**config.mk**
```make
export PLATFORM = sky130hd
export DESIGN_NAME = iter_shifter_flat
export DESIGN_NICKNAME = d
export VERILOG_FILES = /design/src/rtl/shift_pkg.sv /design/src/rtl/iter_shifter_if.sv /design/src/rtl/shift_step.sv /design/src/rtl/iter_shifter.sv /design/src/flat_wrapper.sv
export SDC_FILE = /design/constraint.sdc
export NUM_CORES = 1
export LEC_CHECK = 0
export ABC_AREA = 1
export ABC_CLOCK_PERIOD_IN_PS = 1490
export CORE_UTILIZATION = 45
export DETAILED_ROUTE_END_ITERATION = 7
export PLACE_DENSITY = 0.8
export SLEW_MARGIN = 20
export SYNTH_ARGS = -nofsm -noshare
export SYNTH_HDL_FRONTEND = slang
export SYNTH_SLANG_ARGS = --single-unit
```
**constraint.sdc**
```tcl
create_clock -name clk -period 1.49 [get_ports clk]
set_input_delay 0.2235 -clock clk [delete_from_list [all_inputs] [get_ports clk]]
set_output_delay 0.2235 -clock clk [all_outputs]
set_load 0.1 [all_outputs]
```
**src/rtl/shift_pkg.sv**
```systemverilog
// Shared types and defaults for the iterative shifter.
// Configuration macro ITER_SHIFTER_DOUBLE_STEP_EN (used by iter_shifter) selects two bit-steps per cycle.
package shift_pkg;

    localparam int SHIFT_WIDTH = 8;
    localparam int SHIFT_AMT_W = 4;

    typedef struct packed {
        logic ar;
        logic lr;
        logic rot;
    } shift_op_t;

    typedef enum logic [1:0] {
        IDLE  = 2'd0,
        SHIFT = 2'd1,
        DONE  = 2'd2
    } iter_state_t;

    // Number of 1-bit steps needed: rotates wrap modulo the width, shifts saturate at the width
    // (beyond that point every further step just pushes in more fill bits).
    function automatic int unsigned eff_count(input int unsigned n, input logic rot,
                                              input int unsigned w);
        if (rot) begin
            return n % w;
        end
        return (n > w) ? w : n;
    endfunction

endpackage

```
**src/rtl/iter_shifter_if.sv**
```systemverilog
// Request/response bundle of the iterative shifter.
// master = requester side, slave = shifter side.
interface iter_shifter_if
    import shift_pkg::*;
#(
    parameter int WIDTH = SHIFT_WIDTH,
    parameter int AMT_W = SHIFT_AMT_W
);
    logic             in_valid;
    logic             in_ready;
    logic [WIDTH-1:0] in_data;
    logic [AMT_W-1:0] in_amt;
    logic             in_ar;
    logic             in_lr;
    logic             in_rot;
    logic             out_valid;
    logic             out_ready;
    logic [WIDTH-1:0] out_data;

    modport master (
        output in_valid, in_data, in_amt, in_ar, in_lr, in_rot, out_ready,
        input  in_ready, out_valid, out_data
    );

    modport slave (
        input  in_valid, in_data, in_amt, in_ar, in_lr, in_rot, out_ready,
        output in_ready, out_valid, out_data
    );

endinterface

```
**src/rtl/shift_step.sv**
```systemverilog
// One combinational 1-bit shift/rotate step.
module shift_step
    import shift_pkg::*;
#(
    parameter int WIDTH = SHIFT_WIDTH
)(
    input  logic [WIDTH-1:0] d,
    input  shift_op_t        op,
    output logic [WIDTH-1:0] q
);

    // Select the single-bit move; rotate wins over arithmetic, left ignores arithmetic.
    always_comb begin
        q = d;
        if (op.rot) begin
            q = op.lr ? {d[WIDTH-2:0], d[WIDTH-1]} : {d[0], d[WIDTH-1:1]};
        end else if (op.lr) begin
            q = {d[WIDTH-2:0], 1'b0};
        end else begin
            q = {op.ar & d[WIDTH-1], d[WIDTH-1:1]};
        end
    end

endmodule

```
**src/rtl/iter_shifter.sv**
```systemverilog
// Iterative (bit-serial) shift/rotate unit with valid/ready handshakes.
// Define ITER_SHIFTER_DOUBLE_STEP_EN to apply two bit-steps per SHIFT cycle; results are
// identical in both builds, only latency changes.
module iter_shifter
    import shift_pkg::*;
#(
    parameter int WIDTH = SHIFT_WIDTH,
    parameter int AMT_W = SHIFT_AMT_W
)(
    input  logic          clk,
    input  logic          nrst,
    iter_shifter_if.slave bus
);

    localparam int          CNT_W = $clog2(WIDTH + 1);
    localparam int unsigned W_U   = WIDTH;

    iter_state_t      state_q, state_d;
    logic [WIDTH-1:0] data_q, data_d;
    shift_op_t        op_q, op_d;
    logic [CNT_W-1:0] cnt_q, cnt_d;
    logic [WIDTH-1:0] out_data_q, out_data_d;
    logic             out_valid_q, out_valid_d;
    logic             in_ready_q, in_ready_d;

    logic [AMT_W-1:0] amt;
    logic [CNT_W-1:0] k_cnt;
    logic [WIDTH-1:0] step1;
    logic [WIDTH-1:0] step_res;

    assign amt   = bus.in_amt;
    assign k_cnt = CNT_W'(eff_count(32'(amt), bus.in_rot, W_U));

    shift_step #(.WIDTH(WIDTH)) u_step1 (
        .d  (data_q),
        .op (op_q),
        .q  (step1)
    );

`ifdef ITER_SHIFTER_DOUBLE_STEP_EN
    logic [WIDTH-1:0] step2;

    shift_step #(.WIDTH(WIDTH)) u_step2 (
        .d  (step1),
        .op (op_q),
        .q  (step2)
    );
`endif

    // Next-state and next-output logic for the IDLE -> SHIFT -> DONE sequence.
    always_comb begin
        state_d     = state_q;
        data_d      = data_q;
        op_d        = op_q;
        cnt_d       = cnt_q;
        out_data_d  = out_data_q;
        out_valid_d = out_valid_q;
        in_ready_d  = in_ready_q;
        step_res    = step1;

        case (state_q)
            IDLE: begin
                if (bus.in_valid && in_ready_q) begin
                    data_d     = bus.in_data;
                    op_d       = '{ar: bus.in_ar, lr: bus.in_lr, rot: bus.in_rot};
                    cnt_d      = k_cnt;
                    in_ready_d = 1'b0;
                    if (k_cnt == '0) begin
                        // Nothing to move: present the operand unchanged on the next cycle.
                        state_d     = DONE;
                        out_data_d  = bus.in_data;
                        out_valid_d = 1'b1;
                    end else begin
                        state_d = SHIFT;
                    end
                end
            end

            SHIFT: begin
`ifdef ITER_SHIFTER_DOUBLE_STEP_EN
                // A lone remaining step must not be doubled.
                if (cnt_q == CNT_W'(1)) begin
                    step_res = step1;
                    cnt_d    = '0;
                end else begin
                    step_res = step2;
                    cnt_d    = cnt_q - CNT_W'(2);
                end
`else
                step_res = step1;
                cnt_d    = cnt_q - CNT_W'(1);
`endif
                data_d = step_res;
                if (cnt_d == '0) begin
                    state_d     = DONE;
                    out_data_d  = step_res;
                    out_valid_d = 1'b1;
                end
            end

            DONE: begin
                if (bus.out_ready) begin
                    state_d     = IDLE;
                    out_valid_d = 1'b0;
                    in_ready_d  = 1'b1;
                end
            end

            default: begin
                state_d     = IDLE;
                out_valid_d = 1'b0;
                in_ready_d  = 1'b1;
            end
        endcase
    end

    // Control state and registered outputs; reset aborts any operation in flight.
    always_ff @(posedge clk) begin
        if (!nrst) begin
            state_q     <= IDLE;
            cnt_q       <= '0;
            out_data_q  <= '0;
            out_valid_q <= 1'b0;
            in_ready_q  <= 1'b1;
        end else begin
            state_q     <= state_d;
            cnt_q       <= cnt_d;
            out_data_q  <= out_data_d;
            out_valid_q <= out_valid_d;
            in_ready_q  <= in_ready_d;
        end
    end

    // Working operand and captured operation; only meaningful while SHIFT is active.
    always_ff @(posedge clk) begin
        data_q <= data_d;
        op_q   <= op_d;
    end

    assign bus.in_ready  = in_ready_q;
    assign bus.out_valid = out_valid_q;
    assign bus.out_data  = out_data_q;

endmodule
```
**src/flat_wrapper.sv**
```systemverilog
// flat-port wrapper written by rule: the top's interface ports become plain ports
module iter_shifter_flat import shift_pkg::*;
#(
    parameter int WIDTH = SHIFT_WIDTH,
    parameter int AMT_W = SHIFT_AMT_W
)
  (clk, nrst, bus_in_valid, bus_in_data, bus_in_amt, bus_in_ar, bus_in_lr, bus_in_rot, bus_out_ready, bus_in_ready, bus_out_valid, bus_out_data);
  iter_shifter_if #(.WIDTH(WIDTH), .AMT_W(AMT_W)) bus_i ();
  input  logic clk;
  input  logic nrst;
  input wire logic [$bits(bus_i.in_valid)-1:0] bus_in_valid;
  input wire logic [$bits(bus_i.in_data)-1:0] bus_in_data;
  input wire logic [$bits(bus_i.in_amt)-1:0] bus_in_amt;
  input wire logic [$bits(bus_i.in_ar)-1:0] bus_in_ar;
  input wire logic [$bits(bus_i.in_lr)-1:0] bus_in_lr;
  input wire logic [$bits(bus_i.in_rot)-1:0] bus_in_rot;
  input wire logic [$bits(bus_i.out_ready)-1:0] bus_out_ready;
  output wire logic [$bits(bus_i.in_ready)-1:0] bus_in_ready;
  output wire logic [$bits(bus_i.out_valid)-1:0] bus_out_valid;
  output wire logic [$bits(bus_i.out_data)-1:0] bus_out_data;
  assign bus_i.in_valid = bus_in_valid;
  assign bus_i.in_data = bus_in_data;
  assign bus_i.in_amt = bus_in_amt;
  assign bus_i.in_ar = bus_in_ar;
  assign bus_i.in_lr = bus_in_lr;
  assign bus_i.in_rot = bus_in_rot;
  assign bus_i.out_ready = bus_out_ready;
  assign bus_in_ready = bus_i.in_ready;
  assign bus_out_valid = bus_i.out_valid;
  assign bus_out_data = bus_i.out_data;
  iter_shifter #(.WIDTH(WIDTH), .AMT_W(AMT_W)) u_core (.clk(clk), .nrst(nrst), .bus(bus_i));
endmodule
```
==> results.md, run 1 <==
- Worst hold margin: 0.440 ns
- Top sig layer: met4
- Worst-Margin Slew: 0.416 ns
- Critical Path Stages: 9
- Worst setup slack after layout: -0.0352 ns
- Syn. warnings: 0
- Die footprint: 3180 um2
- Crit-path leading delay family: compound AO/OA/AOI/OAI gates
- Seq pwr share: 30.3%
- CP bufs+invs: 3
- Compound-cell area share of the yosys netlist: 17.2%
- Drt pass-1 iters: 4
- Status: finished with violations
- Worst Path Max Fanout: 6
- Clk_lat worst skew: 0.33 ns
- Final critical-path share of the clock period: 102%
- Clock Skew: 0.00495 ns
- Startpoint type of the worst setup path: register
- Via count: 1340
- CP Cell Sequence: inv_2 -> ha_4 -> inv_2 -> nand2_2 -> nand3_2 -> a21oi_4 -> buf_6 -> nand4_1 -> a21oi_2
- Hold Path Depth: 1
- Placed cell count: 230
- Overall routed net length: 3780 um
- Area Growth Syn to Fin: 51.3%
- Synth area leader: edfxtp_1
- Largest net degree at the start of global routing: 17
- Vias per inst: 5.54
- H-tree level count: 1
- Met2 wire length: 1930 um
- Routed length on met1: 1510 um
- CP Class: register to register
- Floorplan row count: 19
- Vias in the first global route: 1385
- First-pass GRT wire length: 5950 um
- DR iter-0 viols: 83
- Max IR drop VDD: 1.71 mV
- Top cells by area, synth: edfxtp_1 25%, dfxtp_1 24%, nand2_1 9.0%
- GP Congestion: 0.844
- Dpl ws: -0.280 ns
- DRC violations left: 0
- Clk buf depth: 2
- Slew Viols, Final: 0
- Cell area after synthesis: 1330 um2
- Syn Nets: 180
- Initial Utilization: 47.9%
- Post-Syn Instances: 159
- Tot Pwr: 4.53 mW
- Register area share after synthesis: 48.8%
- Cell Int Power: 2.33 mW
- Hold-fix buffers, CTS: 0
- Number of synthesized register bits: 27
- Post-DRT Antenna Nets: 0
- GR Util All Layers: 24.1%
- Critical Path Sink Type: register
- PD cells: 2250 nW/um2
- I/O pins: 29
- Die Span X: 56.4 um
- Leak Pwr: 0.811 nW
- Max Fclk: 0.656 GHz
- Simple logic cell fraction of the synthesized area: 24.7%
- Minimum clock period: 1.53 ns
- WP data arrival: 1.80 ns
- CTS clk-pin slew, worst paths: 0.15 ns
- HPWL after DPL: 2670 um
- Failing checks: negative setup slack
- Worst EP required: 1.76 ns
- Wire per inst: 15.6 um
- Chip Height: 56.4 um
- CTS sink count: 27
- Max-Cap Viols: 0
- CORE AREA: 2780 um2
- Adder-cell area share of the yosys netlist: 1.88%
- Most used cell, CP: inv_2
- Psw: 2.19 mW
- Layout cell share with drive strength beyond 1: 33.6%
- Syn avg cell area: 8.38 um2
- Initial antenna violation count: 0
- Port buffer count: 28
- Setup violators final: 8
- Largest family of logic cells by synthesized area: simple AND/OR/NAND/NOR gates
- CP max stage cell: dfxtp_2
- Hold Path Class: input pin to register
- Cell variety after synth: 26
- CTS root buf: clkbuf_4
- Sw Share: 48.5%
- Final hold vios: 0
- CTS tree: done
- Final cell count without fillers: 242
- Logic pwr share: 62.4%
- Synth Area in XOR/XNOR: 0%
- Mux cell area share after synthesis: 0%
- Num CTS Buffers: 3
- # diodes: 0
- Overflow after GRT: 0
- Worst-case reg-to-reg path depth: 9
- Routed wl met3: 210 um
- Largest stage delay, worst path: 0.35 ns
- Clk pwr share: 7.3%
- Slew margin rel.: 72.2%
- Top cell type's share of synthesized area: 24.8%
- Nets@finish: 233
- RSZ-0062 raised after global routing: true
## metal layers
metal / up-vias / GRT usage (%)
met5: - / 0
met1: 619 / 27.9
met3: 17 / 4.15
met2: 54 / 43.0
met4: 0 / 11.1
li1: 650 / -
## synth_stat cells, drive strengths merged
cell type	n
o211ai	1
dfxtp	16
inv	18
a221oi	1
nand2	33
a21oi	18
nand4	7
clkbuf	2
edfxtp	11
nor3	1
nand3	12
nor2	19
o21ai	15
a31oi	1
ha	2
buf	2
## flip-flops by register name (all words and copies together), names as in the netlist
register              count
u_core.op_q               3
u_core.cnt_q              4
u_core.data_q             8
u_core.bus.out_data       8
u_core.state_q            2
u_core.bus.out_valid      1
u_core.bus.in_ready       1
## path summary, 6_finish.rpt
path	slack [ns]	to	start
max	-0.04	u_core.bus.out_data[5]$_SDFFE_PN0P_	u_core.cnt_q[1]$_SDFFE_PN0P_
min	0.44	u_core.op_q[2]$_DFFE_PP_	bus_in_ar
max reg2reg	-0.04	u_core.bus.out_data[5]$_SDFFE_PN0P_	u_core.cnt_q[1]$_SDFFE_PN0P_
min reg2reg	0.52	u_core.bus.out_data[4]$_SDFFE_PN0P_	u_core.bus.out_data[4]$_SDFFE_PN0P_
## logic make-up after synthesis
kind of cell	count (synthesis)
buffers and inverters	22
and+or+nand+nor	72
DFF	27
adders and majority gates	2
AOI/OAI and AO/OA	36
## cells in the final DEF (no fill, tap or decap)
cell,synthesis,final
dfxtp_1,16,10
nand2_2,1,5
nor2_2,2,3
inv_2,3,6
clkbuf_4,0,3
nand2_1,32,28
o211ai_1,1,1
nand3_2,2,1
o21ai_0,10,8
clkinvlp_4,0,1
nor3_1,1,1
edfxtp_1,11,11
dfxtp_2,0,5
clkdlybuf4s50_1,0,18
dfxtp_4,0,1
buf_6,2,1
nand3_1,10,9
a21oi_2,2,4
a21oi_4,2,2
o21ai_1,2,4
buf_4,0,20
inv_1,15,12
o21ai_2,3,3
a31oi_1,1,1
nand4_1,7,7
ha_1,2,1
a221oi_1,1,1
a21oi_1,14,12
nor2_4,1,1
buf_12,0,11
nand3_4,0,3
nor2_1,16,16
ha_4,0,1
## cell type report
type / count / area [um2]
inverter: 18 / 67.6
multi-input combinational: 112 / 657
clock inverter: 1 / 7.51
fill: 193 / 766
tap: 31 / 38.8
clock buffer: 3 / 22.5
timing repair buffer: 50 / 562
sequential: 27 / 661
## metrics by stage
| stage | cell area, um2 | setup TNS, ns | util (%) |
|---|---|---|---|
| finish | 2020 | -0.148 | 72.5 |
| global route | 2020 | -0.698 | 72.5 |
| CTS | 1980 | -0.00563 | 71.3 |
| detailed placement | 1870 | -2.56 | 67.1 |
| global placement | 1870 | -1.74 | 67.1 |
| floorplan | 1350 | 0 | - |
## power groups by stage
stage / clock network, mW / logic (mW) / registers, mW
2_1_floorplan: 0 / 1.00 / 1.87
3_3_place_gp: 0 / 2.36 / 1.34
3_5_place_dp: 0 / 2.47 / 1.36
4_1_cts: 0.331 / 2.70 / 1.35
5_1_grt: 0.365 / 2.98 / 1.40
6_report: 0.329 / 2.83 / 1.37
## repair_timing
item / in CTS / in global routing
pin swaps: 10 / 12
setup endpoints to repair: 11 / 13
cloned: 1 / 1
buffers inserted: 6 / 0
resized for setup: 8 / 11
Note: power is estimated with default switching activity, not from simulation.
==> inputs of run 2 (changes only) <==
--- a/config.mk
+++ b/config.mk
@@ -7,6 +7,7 @@
 export LEC_CHECK = 0
 export ABC_AREA = 1
 export ABC_CLOCK_PERIOD_IN_PS = 1490
+export CORE_ASPECT_RATIO = 0.9
 export CORE_UTILIZATION = 45
 export DETAILED_ROUTE_END_ITERATION = 7
 export PLACE_DENSITY = 0.8
==> run 2 against run 1 <==
The run still ends with negative setup slack left. Combinational power down 2%. Sequential power about the same. Global-route usage increased by 0.64 points. Design area down 0.31%. Non-clock buffer count decreased by 2. Register-to-register slack got worse by 0.02 ns. Setup slack worse by 0.017 ns. Sequential share of layout area is 0.10 points higher. Hold slack improved by 0.0071 ns. Utilization grew 0.069 points. Critical path depth decreased by 2. Clock power is 4% lower. Critical path type unchanged. Largest power group unchanged. Highest routed layer unchanged.
==> results.md, run 2 (synthesis results as in run 1) <==
- Die footprint: 3180 um2 (about the same)
- Clk_lat worst skew: 0.33 ns (about the same)
- Clk pwr share: 7.0% (-0.3 points)
- Psw: 2.16 mW (-1.5%)
- Max IR drop VDD: 1.42 mV (-17%)
- Reg2reg setup slack: -0.05 ns (-0.02 ns)
- Worst-Margin Slew: 0.414 ns (-0.00228 ns)
- Dpl ws: -0.285 ns (-0.00509 ns)
- Final hold vios: 0 (unchanged)
- Multi-input logic area: 653 um2 (-0.57%)
- Crit-path leading delay family: flip-flops
- Commonest non-fill, non-tap cell in the layout: nand2_1
- CTS root buf: clkbuf_4
- Startpoint type of the worst setup path: register
- Port buffer count: 28 (unchanged)
- Critical Path Sink Type: register
- CP max stage cell: edfxtp_1
- CP Cell Sequence: inv_1 -> nand2_1 -> nand3_1 -> o21ai_0 -> inv_1 -> nand4_1 -> a21oi_2
- Layout cell share with drive strength beyond 1: 32.1% (-1.6 points)
- Final cell count without fillers: 249 (+2.9%)
- Largest stage delay, worst path: 0.44 ns (+0.09 ns)
- Wire per inst: 15.0 um (-4.0%)
- Hold Path Class: input pin to register
- Worst Path Max Fanout: 8 (+2)
- Seq pwr share: 31.0% (+0.7 points)
- Worst setup slack after layout: -0.0521 ns (-0.0169 ns)
- Fillers: 210 (+8.8%)
- Failing checks: negative setup slack
- HPWL after DPL: 2630 um (-1.4%)
- Setup violators final: 3 (-5)
- Hold-fix buffers, CTS: 0 (unchanged)
- Most used cell, CP: inv_1
- RSZ-0062 raised after global routing: true
- Register area: 661 um2 (unchanged)
- Floorplan row count: 18 (-1)
- Minimum clock period: 1.54 ns (+0.0169 ns)
- # diodes: 0 (unchanged)
- Commonest non-fill, non-tap cells in the layout: 30 x nand2_1, 18 x clkdlybuf4s50_1, 17 x buf_4
- Overall routed net length: 3730 um (-1.2%)
- Final critical-path share of the clock period: 103% (+1.1 points)
- Slew Viols, Final: 0 (unchanged)
- GR Util All Layers: 24.8% (+0.64 points)
- Clk buf depth: 2 (unchanged)
- Max Fclk: 0.648 GHz (-1.1%)
- Initial antenna violation count: 0 (unchanged)
- DR iter-0 viols: 89 (+7.2%)
- Die Span X: 59.4 um (+5.2%)
- GP Congestion: 0.886 (+4.9%)
- Vias per inst: 5.31 (-4.2%)
- PD cells: 2230 nW/um2 (-0.71%)
- Final Core Density: 72.5% (about the same)
- Clock Skew: 0.00876 ns (+0.00381 ns)
- I/O pins: 29 (unchanged)
- Max-Cap Viols: 0 (unchanged)
- Num CTS Buffers: 3 (unchanged)
- CP Class: register to register
- Initial Utilization: 48.1% (+0.19 points)
- WP data arrival: 1.82 ns (+0.02 ns)
- Tot Pwr: 4.48 mW (-1.0%)
- CTS sink count: 27 (unchanged)
- Sw Share: 48.2% (-0.24 points)
- CTS tree: done
- Drt pass-1 iters: 4 (unchanged)
- Post-DRT Antenna Nets: 0 (unchanged)
- Worst EP required: 1.76 ns (about the same)
- DRC violations left: 0 (unchanged)
- Largest net degree at the start of global routing: 16 (-1)
- Status: finished with violations
- Placed cell count: 239 (+3.9%)
- Via count: 1321 (-1.4%)
- H-tree level count: 1 (unchanged)
- First-pass GRT wire length: 5800 um (-2.5%)
- CP bufs+invs: 2 (-1)
- Nets@finish: 231 (-0.86%)
- CTS clk-pin slew, worst paths: 0.15 ns (about the same)
- Logic pwr share: 62.0% (-0.4 points)
- Chip Height: 53.6 um (-4.9%)
- Leak Pwr: 0.813 nW (+0.19%)
- Overflow after GRT: 0 (unchanged)
- Slew margin rel.: 72.4% (+0.15 points)
- Cell Int Power: 2.32 mW (-0.56%)
- CORE AREA: 2770 um2 (-0.40%)
- Vias in the first global route: 1295 (-6.5%)
- Area Growth Syn to Fin: 50.8%
## run 2: metrics by stage
stage          cell area, um2  TNS (ns)  hold slack (ns)
6_report                 2010   -0.0733            0.447
5_1_grt                  2010    -0.670            0.447
4_1_cts                  1950         0            0.437
3_5_place_dp             1880     -2.71            0.498
3_3_place_gp             1880     -1.72            0.483
2_1_floorplan            1350         0            0.292
## run 2: area by class of cell
class | instances | area share (%)
flip-flops and latches | 27 | 32.9
clock buffers | 3 | 1.12
multi-input cells | 112 | 32.5
repair buffers | 48 | 27.4
clock inverters | 1 | 0.249
inverters | 18 | 3.36
well taps | 40 | 2.49
## run 2: worst paths after layout
| path | start | end | depth (start not counted) |
|---|---|---|---|
| worst max register to register | u_core.op_q[1]$_DFFE_PP_ | u_core.bus.out_data[6]$_SDFFE_PN0P_ | 7 |
| worst max-delay path | u_core.op_q[1]$_DFFE_PP_ | u_core.bus.out_data[6]$_SDFFE_PN0P_ | 7 |
| worst min register to register | u_core.bus.out_data[3]$_SDFFE_PN0P_ | u_core.bus.out_data[3]$_SDFFE_PN0P_ | 2 |
| worst min-delay path | bus_in_lr | u_core.op_q[1]$_DFFE_PP_ | 1 |
## run 2: what timing repair did
| item | CTS | global route |
|---|---|---|
| setup endpoints to repair | 12 | 13 |
| gates cloned | 0 | 2 |
| setup buffers | 4 | 0 |
| resized for setup | 7 | 11 |
| pin swaps | 5 | 4 |
## run 2: power by group through the flow
stage               clock network [mW]  registers (mW)  logic (mW)
finish                           0.315            1.39        2.78
global route                     0.349            1.42        2.98
CTS                              0.317            1.36        2.60
detailed placement                   0            1.37        2.46
global placement                     0            1.35        2.37
floorplan                            0            1.87        1.00
## run 2: per-layer routing
layer / up-vias / GRT usage (%) / wire (um)
met5: - / 0 / 0
met4: 0 / 8.33 / 34
met3: 4 / 4.09 / 276
met2: 63 / 43.8 / 1880
met1: 615 / 30.7 / 1530
li1: 639 / - / -
## run 2: worst reg2reg max path: cells and delay by family, from the launching register on
| family | cells | cell delay (ns) |
|---|---|---|
| compound gates | 2 | 0.29 |
| flops | 1 | 0.44 |
| buf+inv | 2 | 0.33 |
| simple gates | 3 | 0.42 |
==> inputs of run 3 (changes only) <==
--- a/config.mk
+++ b/config.mk
@@ -10,6 +10,7 @@
 export CORE_ASPECT_RATIO = 0.9
 export CORE_UTILIZATION = 45
 export DETAILED_ROUTE_END_ITERATION = 7
+export GPL_ROUTABILITY_DRIVEN = 0
 export PLACE_DENSITY = 0.8
 export SLEW_MARGIN = 20
 export SYNTH_ARGS = -nofsm -noshare
==> run 3 against run 2 <==
Cell count up 1.6%. The run still ends with negative setup slack left. Critical path depth up 2. Clock skew up 0.0016 ns. Critical path type unchanged. Global-route usage up 0.81 points.
==> results.md, run 3 (synthesis results as in run 1) <==
- Commonest non-fill, non-tap cells in the layout: 28 x nand2_1, 19 x buf_4, 18 x clkdlybuf4s50_1
- Clock Skew: 0.0104 ns (+0.00162 ns)
- RSZ-0062 raised after global routing: true
- Vias per inst: 5.42 (+2.2%)
- Slew Viols, Final: 0 (unchanged)
- CP bufs+invs: 2 (unchanged)
- Setup violators final: 9 (+6)
- Worst setup slack after layout: -0.0683 ns (-0.0161 ns)
- Sw Share: 48.3% (+0.048 points)
- GR Util All Layers: 25.6% (+0.81 points)
- Hold Path Class: input pin to register
- Largest net degree at the start of global routing: 16 (unchanged)
- Area Growth Syn to Fin: 55.2%
- DRC violations left: 0 (unchanged)
- Floorplan row count: 18 (unchanged)
- Max Fclk: 0.642 GHz (-1.0%)
- CTS sink count: 27 (unchanged)
- Slew margin rel.: 70.7% (-1.7 points)
- Layout cell share with drive strength beyond 1: 34.3% (+2.2 points)
- Tot Pwr: 4.70 mW (+4.8%)
- First-pass GRT wire length: 5890 um (+1.5%)
- WP data arrival: 1.82 ns (about the same)
- Overall routed net length: 4010 um (+7.6%)
- Status: finished with violations
- Worst-Margin Slew: 0.439 ns (+0.0254 ns)
- Drt pass-1 iters: 4 (unchanged)
- CP max stage cell: dfxtp_4
- Fillers: 182 (-13%)
- Overflow after GRT: 0 (unchanged)
- Vias in the first global route: 1319 (+1.9%)
- Die Span X: 59.4 um (unchanged)
- Setup TNS: -0.410 ns (-0.337 ns)
- HPWL after DPL: 2490 um (-5.2%)
- Multi-input logic area: 663 um2 (+1.5%)
- Hold-fix buffers, CTS: 0 (unchanged)
- CTS root buf: clkbuf_4
- Cell Int Power: 2.43 mW (+4.7%)
- Via count: 1372 (+3.9%)
- Final hold vios: 0 (unchanged)
- I/O pins: 29 (unchanged)
- Logic pwr share: 63.5% (+1.5 points)
- CP Class: register to register
- Failing checks: negative setup slack
- Clk_lat worst skew: 0.34 ns (about the same)
- PD cells: 2270 nW/um2 (+1.8%)
- Worst EP required: 1.75 ns (about the same)
- Clk buf depth: 2 (unchanged)
- CP Cell Sequence: inv_4 -> ha_4 -> nand2_2 -> nand3_2 -> a21oi_4 -> buf_12 -> nand3_4 -> nor2_2 -> nor2_1
- Register area: 661 um2 (unchanged)
- Clk pwr share: 7.0% (about the same)
- Max-Cap Viols: 0 (unchanged)
- CTS clk-pin slew, worst paths: 0.15 ns (about the same)
- # diodes: 0 (unchanged)
- Initial antenna violation count: 0 (unchanged)
- Commonest non-fill, non-tap cell in the layout: nand2_1
- Chip Height: 53.6 um (unchanged)
- Startpoint type of the worst setup path: register
- Nets@finish: 235 (+1.7%)
- Worst hold margin: 0.450 ns (+0.00351 ns)
- Wire per inst: 15.9 um (+5.9%)
- Seq pwr share: 29.5% (-1.5 points)
- DR iter-0 viols: 89 (unchanged)
- Minimum clock period: 1.56 ns (+0.0161 ns)
- Initial Utilization: 48.1% (unchanged)
- Num CTS Buffers: 3 (unchanged)
- Die footprint: 3180 um2 (unchanged)
- CTS tree: done
- CORE AREA: 2770 um2 (unchanged)
- Critical Path Sink Type: register
- Port buffer count: 28 (unchanged)
- Psw: 2.27 mW (+4.9%)
- Dpl ws: -0.261 ns (+0.0243 ns)
- H-tree level count: 1 (unchanged)
- Post-DRT Antenna Nets: 0 (unchanged)
- Final critical-path share of the clock period: 105% (+1.1 points)
- Leak Pwr: 0.828 nW (+1.9%)
- Max IR drop VDD: 1.39 mV (-2.3%)
- Largest stage delay, worst path: 0.39 ns (-0.05 ns)
- Crit-path leading delay family: simple AND/OR/NAND/NOR gates
- Worst Path Max Fanout: 6 (-2)
- Final Core Density: 74.7% (+2.1 points)
==> run 3: cell types whose count changed in the layout (fill, tap and decap cells not counted), sizes merged <==
cell,delta
buf,+4
==> run 3: through the flow <==
| stage | cell area, um2 | instances |
|---|---|---|
| CTS | 2020 | 250 |
| global route | 2070 | 253 |
| finish | 2070 | 253 |
| floorplan | 1350 | 159 |
| detailed placement | 1860 | 237 |
| global placement | 1860 | 237 |
==> run 3: final cells by class <==
| cell class | count | area share [%] |
|---|---|---|
| Multi-Input combinational cell | 112 | 32.1 |
| Sequential cell | 27 | 31.9 |
| Timing Repair Buffer | 52 | 28.9 |
| Inverter | 18 | 3.39 |
| Tap cell | 40 | 2.42 |
| Clock buffer | 3 | 1.09 |
| Clock inverter | 1 | 0.242 |
==> run 3: metal layers <==
layer	global-route usage (%)	wire length, um	up-vias
met5	0	0	-
met4	11.9	103	0
met3	7.69	290	13
met2	43.8	2020	72
met1	29.4	1600	638
li1	-	-	649
==> run 3: worst reg2reg max path: stages, from the launching register on <==
cell and delay [ns]:
dfxtp_4 0.39, inv_4 0.04, ha_4 0.16, nand2_2 0.08, nand3_2 0.11, a21oi_4 0.25, buf_12 0.15, nand3_4 0.12
nor2_2 0.14, nor2_1 0.06
==> run 3: worst paths after layout <==
check | slack (ns) | depth (start not counted) | startpoint | endpoint
max | -0.07 | 9 | u_core.cnt_q[0]$_SDFFE_PN0P_ | u_core.bus.out_data[7]$_SDFFE_PN0P_
min | 0.45 | 1 | bus_in_lr | u_core.op_q[1]$_DFFE_PP_
max reg2reg | -0.07 | 9 | u_core.cnt_q[0]$_SDFFE_PN0P_ | u_core.bus.out_data[7]$_SDFFE_PN0P_
min reg2reg | 0.51 | 2 | u_core.bus.out_data[1]$_SDFFE_PN0P_ | u_core.bus.out_data[1]$_SDFFE_PN0P_
==> run 3: what timing repair did <==
item,CTS,global route
buffers inserted,8,2
cloned,1,1
endpoints found under the setup margin,11,15
pin swaps,8,6
resized for setup,15,8
==> run 3: power groups by stage <==
stage	Sequential (mW)	Clock [mW]	Combinational, mW
5_1_grt	1.41	0.364	3.16
2_1_floorplan	1.87	0	1.00
3_5_place_dp	1.36	0	2.44
4_1_cts	1.36	0.321	2.79
3_3_place_gp	1.35	0	2.34
6_report	1.39	0.329	2.98
